--- src/rtl/ledctrl_pkg.sv ---
// Shared definitions for the LED controller output stage: default WS2812
// timings for a 25 MHz system clock, frame geometry and the frame FSM states.
package ledctrl_pkg;

    // Default timings in 40 ns clock cycles
    localparam int T0H_CYC       = 10;    // 400 ns high for a '0'
    localparam int T1H_CYC       = 20;    // 800 ns high for a '1'
    localparam int BIT_CYC       = 31;    // 1.24 us bit period
    localparam int LATCH_CYC     = 1500;  // 60 us low latch interval

    // Colour bytes per LED (G, R, B)
    localparam int BYTES_PER_LED = 3;

    typedef enum logic [1:0] {
        ST_IDLE  = 2'd0,
        ST_FETCH = 2'd1,
        ST_SEND  = 2'd2,
        ST_LATCH = 2'd3
    } tx_state_e;

endpackage

--- src/rtl/ws2812_bit_tx.sv ---
// Single WS2812 bit generator. A load strobe starts a BIT_CYC-long bit
// period; the line is high for T0H_CYC or T1H_CYC cycles depending on the
// bit value, and bit_end_o flags the last cycle of the period so the caller
// can load the next bit with no gap.
module ws2812_bit_tx #(
    parameter int T0H_CYC = 10,
    parameter int T1H_CYC = 20,
    parameter int BIT_CYC = 31
) (
    input  logic clk,
    input  logic reset,
    input  logic load_i,
    input  logic bit_i,
    output logic bit_end_o,
    output logic led_o
);

    localparam int CNT_W = $clog2(BIT_CYC);

    logic [CNT_W-1:0] cnt_q;
    logic [CNT_W-1:0] cnt_d;
    logic             active_q;
    logic             active_d;
    logic             led_q;
    logic             led_d;
    logic [CNT_W-1:0] cnt_nx_s;
    logic [CNT_W-1:0] high_s;

    // Period counter and high-time compare; bit_i is the bit currently on the line
    always_comb begin
        cnt_d     = cnt_q;
        active_d  = active_q;
        led_d     = led_q;
        cnt_nx_s  = cnt_q + CNT_W'(1);
        high_s    = bit_i ? CNT_W'(T1H_CYC) : CNT_W'(T0H_CYC);
        bit_end_o = active_q && (cnt_q == CNT_W'(BIT_CYC - 1));
        if (load_i) begin
            cnt_d    = '0;
            active_d = 1'b1;
            led_d    = (high_s != CNT_W'(0));
        end else if (bit_end_o) begin
            cnt_d    = '0;
            active_d = 1'b0;
            led_d    = 1'b0;
        end else if (active_q) begin
            cnt_d = cnt_nx_s;
            led_d = (cnt_nx_s < high_s);
        end else begin
            led_d = 1'b0;
        end
    end

    // Bit-period state; reset forces the line low at once
    always_ff @(posedge clk or negedge reset) begin
        if (!reset) begin
            cnt_q    <= '0;
            active_q <= 1'b0;
            led_q    <= 1'b0;
        end else begin
            cnt_q    <= cnt_d;
            active_q <= active_d;
            led_q    <= led_d;
        end
    end

    assign led_o = led_q;

endmodule

--- src/rtl/ws2812_frame_tx.sv ---
// WS2812 frame transmitter. On start it reads LED_CNT*3 colour bytes from a
// registered-read memory in address order, sends them MSB-first back to
// back, then holds the line low for the latch interval and pulses done_o.
module ws2812_frame_tx #(
    parameter int   LED_CNT   = 3,
    parameter int   T0H_CYC   = ledctrl_pkg::T0H_CYC,
    parameter int   T1H_CYC   = ledctrl_pkg::T1H_CYC,
    parameter int   BIT_CYC   = ledctrl_pkg::BIT_CYC,
    parameter int   LATCH_CYC = ledctrl_pkg::LATCH_CYC,
    localparam int  ADDR_W    = $clog2(LED_CNT * ledctrl_pkg::BYTES_PER_LED)
) (
    input  logic              clk,
    input  logic              reset,
    input  logic              start_i,
    output logic              busy_o,
    output logic              done_o,
    output logic [ADDR_W-1:0] mem_addr_o,
    input  logic [7:0]        mem_data_i,
    output logic              led_o
);

    import ledctrl_pkg::*;

    localparam int N_BYTES = LED_CNT * BYTES_PER_LED;
    localparam int LAT_W   = (LATCH_CYC > 1) ? $clog2(LATCH_CYC) : 1;

    if (!((T0H_CYC < T1H_CYC) && (T1H_CYC < BIT_CYC) &&
          (LATCH_CYC >= 1) && (LED_CNT >= 1))) begin : g_param_check
        $error("ws2812_frame_tx: need T0H_CYC < T1H_CYC < BIT_CYC, LATCH_CYC >= 1, LED_CNT >= 1");
    end

    tx_state_e         state_q;
    tx_state_e         state_d;
    logic [7:0]        shift_q;
    logic [7:0]        shift_d;
    logic [7:0]        hold_q;
    logic [7:0]        hold_d;
    logic [2:0]        bit_cnt_q;
    logic [2:0]        bit_cnt_d;
    logic [ADDR_W-1:0] addr_q;
    logic [ADDR_W-1:0] addr_d;
    logic              busy_q;
    logic              busy_d;
    logic              done_q;
    logic              done_d;
    logic [LAT_W-1:0]  latch_cnt_q;
    logic [LAT_W-1:0]  latch_cnt_d;
    logic              more_q;
    logic              more_d;
    logic [1:0]        pend_q;
    logic [1:0]        pend_d;
    logic              load_s;
    logic              bit_s;
    logic              bit_end_s;

    // Frame FSM: byte/bit sequencing, prefetch and latch timing
    always_comb begin
        state_d     = state_q;
        shift_d     = shift_q;
        hold_d      = hold_q;
        bit_cnt_d   = bit_cnt_q;
        addr_d      = addr_q;
        busy_d      = busy_q;
        done_d      = 1'b0;
        latch_cnt_d = latch_cnt_q;
        more_d      = more_q;
        // The memory sees a new address one edge after it changes and
        // presents data one edge later, so capture two edges after prefetch.
        pend_d      = {pend_q[0], 1'b0};
        load_s      = 1'b0;
        bit_s       = shift_q[7];

        if (pend_q[1]) begin
            hold_d = mem_data_i;
        end else begin
            hold_d = hold_q;
        end

        case (state_q)
            ST_IDLE: begin
                if (start_i) begin
                    state_d = ST_FETCH;
                    busy_d  = 1'b1;
                    addr_d  = '0;
                end else begin
                    busy_d  = 1'b0;
                end
            end
            ST_FETCH: begin
                // Address 0 has been stable since IDLE, so data is valid now
                shift_d   = mem_data_i;
                bit_cnt_d = 3'd7;
                more_d    = 1'b0;
                load_s    = 1'b1;
                bit_s     = mem_data_i[7];
                state_d   = ST_SEND;
            end
            ST_SEND: begin
                if (bit_end_s) begin
                    if (bit_cnt_q != 3'd0) begin
                        shift_d   = {shift_q[6:0], 1'b0};
                        bit_cnt_d = bit_cnt_q - 3'd1;
                        load_s    = 1'b1;
                        bit_s     = shift_q[6];
                        // Entering bit 0: request the next byte if any remain
                        if ((bit_cnt_q == 3'd1) && (addr_q != ADDR_W'(N_BYTES - 1))) begin
                            addr_d    = addr_q + ADDR_W'(1);
                            more_d    = 1'b1;
                            pend_d[0] = 1'b1;
                        end else begin
                            more_d    = more_q;
                        end
                    end else if (more_q) begin
                        shift_d   = hold_q;
                        bit_cnt_d = 3'd7;
                        more_d    = 1'b0;
                        load_s    = 1'b1;
                        bit_s     = hold_q[7];
                    end else begin
                        state_d     = ST_LATCH;
                        latch_cnt_d = '0;
                    end
                end else begin
                    state_d = ST_SEND;
                end
            end
            ST_LATCH: begin
                if (latch_cnt_q == LAT_W'(LATCH_CYC - 1)) begin
                    state_d = ST_IDLE;
                    done_d  = 1'b1;
                    busy_d  = 1'b0;
                    addr_d  = '0;
                end else begin
                    latch_cnt_d = latch_cnt_q + LAT_W'(1);
                end
            end
            default: begin
                state_d = ST_IDLE;
                busy_d  = 1'b0;
                addr_d  = '0;
            end
        endcase
    end

    // Frame state registers; reset abandons any frame in progress
    always_ff @(posedge clk or negedge reset) begin
        if (!reset) begin
            state_q     <= ST_IDLE;
            shift_q     <= 8'h00;
            hold_q      <= 8'h00;
            bit_cnt_q   <= 3'd0;
            addr_q      <= '0;
            busy_q      <= 1'b0;
            done_q      <= 1'b0;
            latch_cnt_q <= '0;
            more_q      <= 1'b0;
            pend_q      <= 2'b00;
        end else begin
            state_q     <= state_d;
            shift_q     <= shift_d;
            hold_q      <= hold_d;
            bit_cnt_q   <= bit_cnt_d;
            addr_q      <= addr_d;
            busy_q      <= busy_d;
            done_q      <= done_d;
            latch_cnt_q <= latch_cnt_d;
            more_q      <= more_d;
            pend_q      <= pend_d;
        end
    end

    ws2812_bit_tx #(
        .T0H_CYC (T0H_CYC),
        .T1H_CYC (T1H_CYC),
        .BIT_CYC (BIT_CYC)
    ) u_bit_tx (
        .clk       (clk),
        .reset     (reset),
        .load_i    (load_s),
        .bit_i     (bit_s),
        .bit_end_o (bit_end_s),
        .led_o     (led_o)
    );

    assign busy_o     = busy_q;
    assign done_o     = done_q;
    assign mem_addr_o = addr_q;

endmodule
--- config.mk ---
export PLATFORM = sky130hd
export DESIGN_NAME = ws2812_frame_tx
export DESIGN_NICKNAME = d
export VERILOG_FILES = /design/src/rtl/ledctrl_pkg.sv /design/src/rtl/ws2812_bit_tx.sv /design/src/rtl/ws2812_frame_tx.sv
export SDC_FILE = /design/constraint.sdc
export NUM_CORES = 1
export LEC_CHECK = 0
export BUFFER_PORTS_ARGS = -buffer_cell sky130_fd_sc_hd__buf_2
export CAP_MARGIN = 20
export CORE_MARGIN = 1
export CORE_UTILIZATION = 40
export CTS_CLUSTER_DIAMETER = 50
export DETAILED_ROUTE_END_ITERATION = 10
export PLACE_DENSITY = 0.53
export RECOVER_POWER = 50
export SYNTH_ARGS = -nofsm -noshare
export SYNTH_HDL_FRONTEND = slang
export SYNTH_SLANG_ARGS = --single-unit
--- constraint.sdc ---
create_clock -name clk -period 5.2 [get_ports clk]
set_input_delay 1.04 -clock clk [delete_from_list [all_inputs] [get_ports clk]]
set_output_delay 1.04 -clock clk [all_outputs]
set_load 0.02 [all_outputs]
# ---- Yosys cells after proc, flatten, opt, wreduce, memory -nomap -nowiden
# Index checks and enable logic that the tools add are counted.
dict set report totals {
  reg_bits 48
  latch_bits 0
  ramBits 0
  rom_bits 0
  inputBits 11
  output_inout_bits 7
  wordCells 109
  mem_count 0
}
dict set report op_classes {
  n_addsub 4
  n_mul 0
  div_mod_pow 0
  order_cmp 1
  n_eq_ne 19
  shifts 0
  mux 55
  n_bitwise 0
  reduce_logical 17
}
# op n
set op_table {}
lappend op_table {{$mux 11} 4}
lappend op_table {{$mux 8} 3}
lappend op_table {{$mux 1} 22}
lappend op_table {{$pmux 11 s2} 1}
lappend op_table {{$mux 4} 5}
lappend op_table {{$mux 5} 4}
lappend op_table {{$ne 2x2->1 const B} 8}
lappend op_table {{$pmux 8 s2} 1}
lappend op_table {{$ne 3x3->1 const B} 4}
lappend op_table {{$pmux 4 s3} 1}
lappend op_table {{$add 11x1->11 const B} 1}
lappend op_table {{$eq 11x11->1 const B} 1}
lappend op_table {{$mux 2} 5}
lappend op_table {{$mux 3} 3}
lappend op_table {{$reduce_bool 3->1} 3}
lappend op_table {{$pmux 1 s2} 4}
lappend op_table {{$pmux 2 s4} 1}
lappend op_table {{$reduce_bool 2->1} 4}
lappend op_table {{$pmux 3 s2} 1}
lappend op_table {{$reduce_and 3->1} 2}
lappend op_table {{$reduce_and 6->1} 1}
lappend op_table {{$add 5x1->5 const B} 1}
lappend op_table {{$eq 5x5->1 const B} 1}
lappend op_table {{$lt 5x5->1} 1}
lappend op_table {{12 further kinds} 14}

# ---- Longest topological paths before layout
dict set report logic_depth {
  depth_word 9
  depth_mapped 11
}

# ---- Cells and area by module
# A second synthesis with hierarchy kept.
dict set report unflattened {
  cells_unflattened 286
  area_unflattened_um2 2757.6
}
# module n_inst cells_each area_per_inst_um2 seq_area_each_um2
set by_module_without_submodules {}
lappend by_module_without_submodules {ws2812_frame_tx 1 240 2317.2 1026.0}
lappend by_module_without_submodules {ws2812_bit_tx 1 46 440.4 175.2}

# ---- Least setup slack after synthesis
# No wires, ideal clock.
dict set report synth_path {
  path_kind {reg-to-reg}
  from {reg bit_cnt_q[0]}
  to {reg u_bit_tx.led_q, in the netlist u_bit_tx.led_o}
  arrival_time_ns 2.242
  required_time_ns 5.124
  setup_slack_ns 2.882
  path_stages_with_launch 12
  n_path_buf 1
  synth_period_minus_slack_ns 2.318
  path_cell_list {dfrtp_1 -> inv_1 -> ha_1 -> nand2b_1 -> buf_6 -> mux2_4 -> a41oi_2 -> nand2_1 -> ha_1 -> o21a_1 -> o311a_1 -> o21ai_1}
}
dict set report synth_between {
  elab_chain_cells 9
}
# item line
set synth_lines {}
lappend synth_lines {{from (decl)} ws2812_frame_tx.sv:38} ;# logic [2:0] bit_cnt_q;
lappend synth_lines {{from (signal assigned)} ws2812_frame_tx.sv:162} ;# bit_cnt_q <= bit_cnt_d;
lappend synth_lines {{$reduce_bool 3->1 (*)} ws2812_frame_tx.sv:100} ;# if (bit_cnt_q != 3'd0) begin
lappend synth_lines {{$mux 1} ws2812_frame_tx.sv:100}
lappend synth_lines {{$mux 1} ws2812_frame_tx.sv:99} ;# if (bit_end_s) begin
lappend synth_lines {{$pmux 1 s2} ws2812_frame_tx.sv:79} ;# case (state_q)
lappend synth_lines {{$mux 5} ws2812_bit_tx.sv:35} ;# high_s = bit_i ? CNT_W'(T1H_CYC) : CNT_W'(T0H_CYC);
lappend synth_lines {{$lt 5x5->1} ws2812_bit_tx.sv:47} ;# led_d = (cnt_nx_s < high_s);
lappend synth_lines {{$mux 1} ws2812_bit_tx.sv:45} ;# end else if (active_q) begin
lappend synth_lines {{$mux 1} ws2812_bit_tx.sv:41} ;# end else if (bit_end_o) begin
lappend synth_lines {{$mux 1 (*)} ws2812_bit_tx.sv:37} ;# if (load_i) begin
lappend synth_lines {{named net u_bit_tx.led_d} ws2812_bit_tx.sv:25} ;# logic led_d;
lappend synth_lines {{to (signal assigned)} ws2812_bit_tx.sv:62} ;# led_q <= led_d;
lappend synth_lines {{to (decl)} ws2812_bit_tx.sv:24} ;# logic led_q;
# Mark *: on every way through the listed nets, which the timed path passes. The rest lies on a longest branch.
# A chain may end at the register's enable or synchronous reset.

==> flow_metrics.env <==
export IMPL_vias=2105
export IMPL_cp_slowest_stage_delay_ps=1860
export IMPL_cts_tree="done"
export IMPL_synth_compound_area_share=0.207
export IMPL_status="finished, violations left"
export IMPL_placed_area_um2=3000
export IMPL_synth_top_family_by_area="compound AO/OA/AOI/OAI gates"
export IMPL_fin_area_um2=3110
export IMPL_grt_pass1_vias=2076
export IMPL_h_tree_depth=2
export IMPL_gp_congestion=0.751
export IMPL_min_period_ps=3130
export IMPL_worstSetupStartpointType="primary input"
export IMPL_rsz0062_at_grt="false"
export IMPL_antenna_found_initial=0
export IMPL_grt_overflow_total=0
export IMPL_hpwl_um=3890
export IMPL_port_buffers=17
export IMPL_synthSimpleGateAreaFrac=0.176
export IMPL_root_buffer="clkbuf_8"
export IMPL_leakage_uw=0.00143
export IMPL_ys_flop_type="dfrtp_1"
export IMPL_n_fill_cell=699
export IMPL_worstPathArrival_ps=3000
export IMPL_power_density_nw_per_um2=473
export IMPL_synth_cells=285
export IMPL_crit_chain="buf_2 > clkbuf_1"
export IMPL_tightest_slew_ps=2630
export IMPL_cts_sinks=48
export IMPL_seq_area_um2=1200
export IMPL_ant_nets=0
export IMPL_path_buf_inv=2
export IMPL_synth_async_reset_ratio=1.00
export IMPL_yosys_register_bits=48
export IMPL_hold_start="pend_q[0]"
export IMPL_timing_final_max_slew_violations=49
export IMPL_dr_pass1_iters=4
export IMPL_multiInputGateArea_um2=1520
export IMPL_max_freq_mhz=319
export IMPL_finalCritPeriodShare=0.603
export IMPL_yosys_cell_types_count=64
export IMPL_setup_violations_final=0
export IMPL_holdPathEnd="pend_q[1]"
export IMPL_path_depth=2
export IMPL_area_delta_synth_final_pct=9.03
export IMPL_avgViaCountPerCell=5.33
export IMPL_num_rows=30
export IMPL_grt_pass1_wl_um=10100
export IMPL_clk_transition_reported_paths_ps=100
export IMPL_final_util=0.455
export IMPL_max_cap_violations=1
export IMPL_hold_class="reg -> reg"
export IMPL_yosysSeqAreaShare=0.421
export IMPL_holdPathStages=0
export IMPL_insertion_delay_ps=310
export IMPL_slowest_stage="clkbuf_1"
export IMPL_cp_required_ps=5070
export IMPL_synth_avg_cell_area_um2=10.0
export IMPL_failed_checks="capacitance limit, slew limit"
export IMPL_synth_fa_ha_area_frac=0.0570
export IMPL_ff2ff_setup_slack_ps=2490
export IMPL_synth_area_um2=2850
export IMPL_finClkSkew_ps=5.67
export IMPL_routed_wl_um=5800
export IMPL_path_delay_family="buffers and inverters"
export IMPL_die_w_um=86.5
export IMPL_route_detailed_drc=0
export IMPL_synth_xor_area_share=0.00921
export IMPL_cts_setup_buffers=0
export IMPL_synth_edf_count=0
export IMPL_crit_path_end_kind="async pin"
export IMPL_die_h_um=86.5
export IMPL_yosys_mux_area_fraction=0.0833
export IMPL_tns_ps=0
export IMPL_drt_iter0_markers=86
export IMPL_initial_core_util=0.418
export IMPL_hold_viol_final=0
export IMPL_rr_startpoint="bit_cnt_q[0]"
export IMPL_r2r_cells=10
export IMPL_crit_path_max_fanout=48
export IMPL_track_usage=0.175
export IMPL_grt_max_degree=49
export IMPL_wl_per_cell_um=14.7
export IMPL_max_slew_margin=-0.756
export IMPL_hold_buffers=0
export IMPL_core_area_um2=6830
export IMPL_final_nets=322
export IMPL_drive_above_1_share=0.171
export IMPL_crit_type="in -> async"
export IMPL_ys_warn_count=0
export IMPL_timing_rr_end="u_bit_tx.led_o"
export IMPL_synthesis_nets=309
export IMPL_cts_resized=0
export IMPL_antenna_cells=0
export IMPL_vdd_drop_max_mv=0.158
export IMPL_cts_made_buffers=5
export IMPL_io_pin_count=18
export IMPL_clock_tree_buffer_depth=2
export IMPL_dieArea_um2=7470
Yosys cell counts (all sizes together) (3+ instances only):
cell / n / area (µm²)
nand3b: 3 / 22.5
clkbuf: 5 / 18.8
nor3b: 4 / 41.3
o21a: 3 / 22.5
buf: 8 / 53.8
inv: 16 / 60.1
nand4: 6 / 37.5
nand2: 26 / 100
and3: 4 / 26.3
o21ai: 25 / 140
dfrtp: 48 / 1200
a211oi: 6 / 45.0
o22ai: 3 / 18.8
a22o: 3 / 26.3
a21o: 7 / 52.6
a21oi: 15 / 75.1
mux2: 11 / 128
nor2: 18 / 70.1
nand2b: 3 / 18.8
a31oi: 4 / 25.0
ha: 13 / 163
and2: 3 / 21.3
mux2i: 11 / 110
o31ai: 5 / 51.3
nand3: 7 / 52.6
per-stage QoR:
step	hold WS, ps	power, µW	worst slack (ps)	instances
after floorplan	331	1070	2880	285
after global placement	338	1190	2570	387
after detailed placement	350	1200	2530	387
after CTS	368	1490	2500	395
after global routing	387	1600	1480	395
final	360	1470	2070	395
state kept, by name, indices dropped and copies added, names as in the netlist, 2 cells and up:
register        flops
latch_cnt_q        11
hold_q              8
shift_q             8
u_bit_tx.cnt_q      5
mem_addr_o          4
bit_cnt_q           3
pend_q              2
state_q             2
kinds of logic after synthesis:
logic type / Yosys count
xor+xnor: 3
compound gates: 85
fa+ha+maj: 13
mux: 22
flops: 48
buf+inv: 29
simple gates: 85
where the power goes:
group / internal, µW / total [µW] / switching, µW
Clock: 145 / 282 / 137
Combinational: 260 / 662 / 402
Sequential: 454 / 528 / 74.0
Total: 860 / 1470 / 612
routing by layer:
layer / wire length, µm / GRT usage / up-vias / part of all wire
li1: - / - / 1061 / -
met1: 2940 / 0.241 / 1013 / 0.51
met2: 2660 / 0.279 / 27 / 0.46
met3: 155 / 0.0400 / 4 / 0.027
met4: 51 / 0.0424 / 0 / 0.0088
met5: 0 / 0 / - / 0
how the worst max path moves through the flow:
stage / start / to
global placement: bit_cnt_q[0] / u_bit_tx.led_o
finish: reset / latch_cnt_q[3]
detailed placement: bit_cnt_q[0] / u_bit_tx.led_o
CTS: bit_cnt_q[0] / u_bit_tx.led_o
floorplan: bit_cnt_q[0] / u_bit_tx.led_o
global route: reset / state_q[1]
cell type report:
type | count | area share
Inverter | 16 | 0.0193
Multi-Input combinational cell | 208 | 0.488
Tap cell | 96 | 0.0386
Timing Repair Buffer | 19 | 0.0302
Sequential cell | 48 | 0.386
Clock inverter | 3 | 0.0153
Clock buffer | 5 | 0.0221
placed cells by master (no fill, tap or decap), types with 6 or more instances in the layout:
master    instances
a211oi_1          6
a21o_1            7
a21oi_1          15
buf_2            15
dfrtp_1          48
ha_1             13
inv_1            14
mux2_2            9
mux2i_1          11
nand2_1          25
nand4_1           6
nor2_1           17
o21ai_0          13
o21ai_1          10
Note: power is estimated with default switching activity, not from simulation.
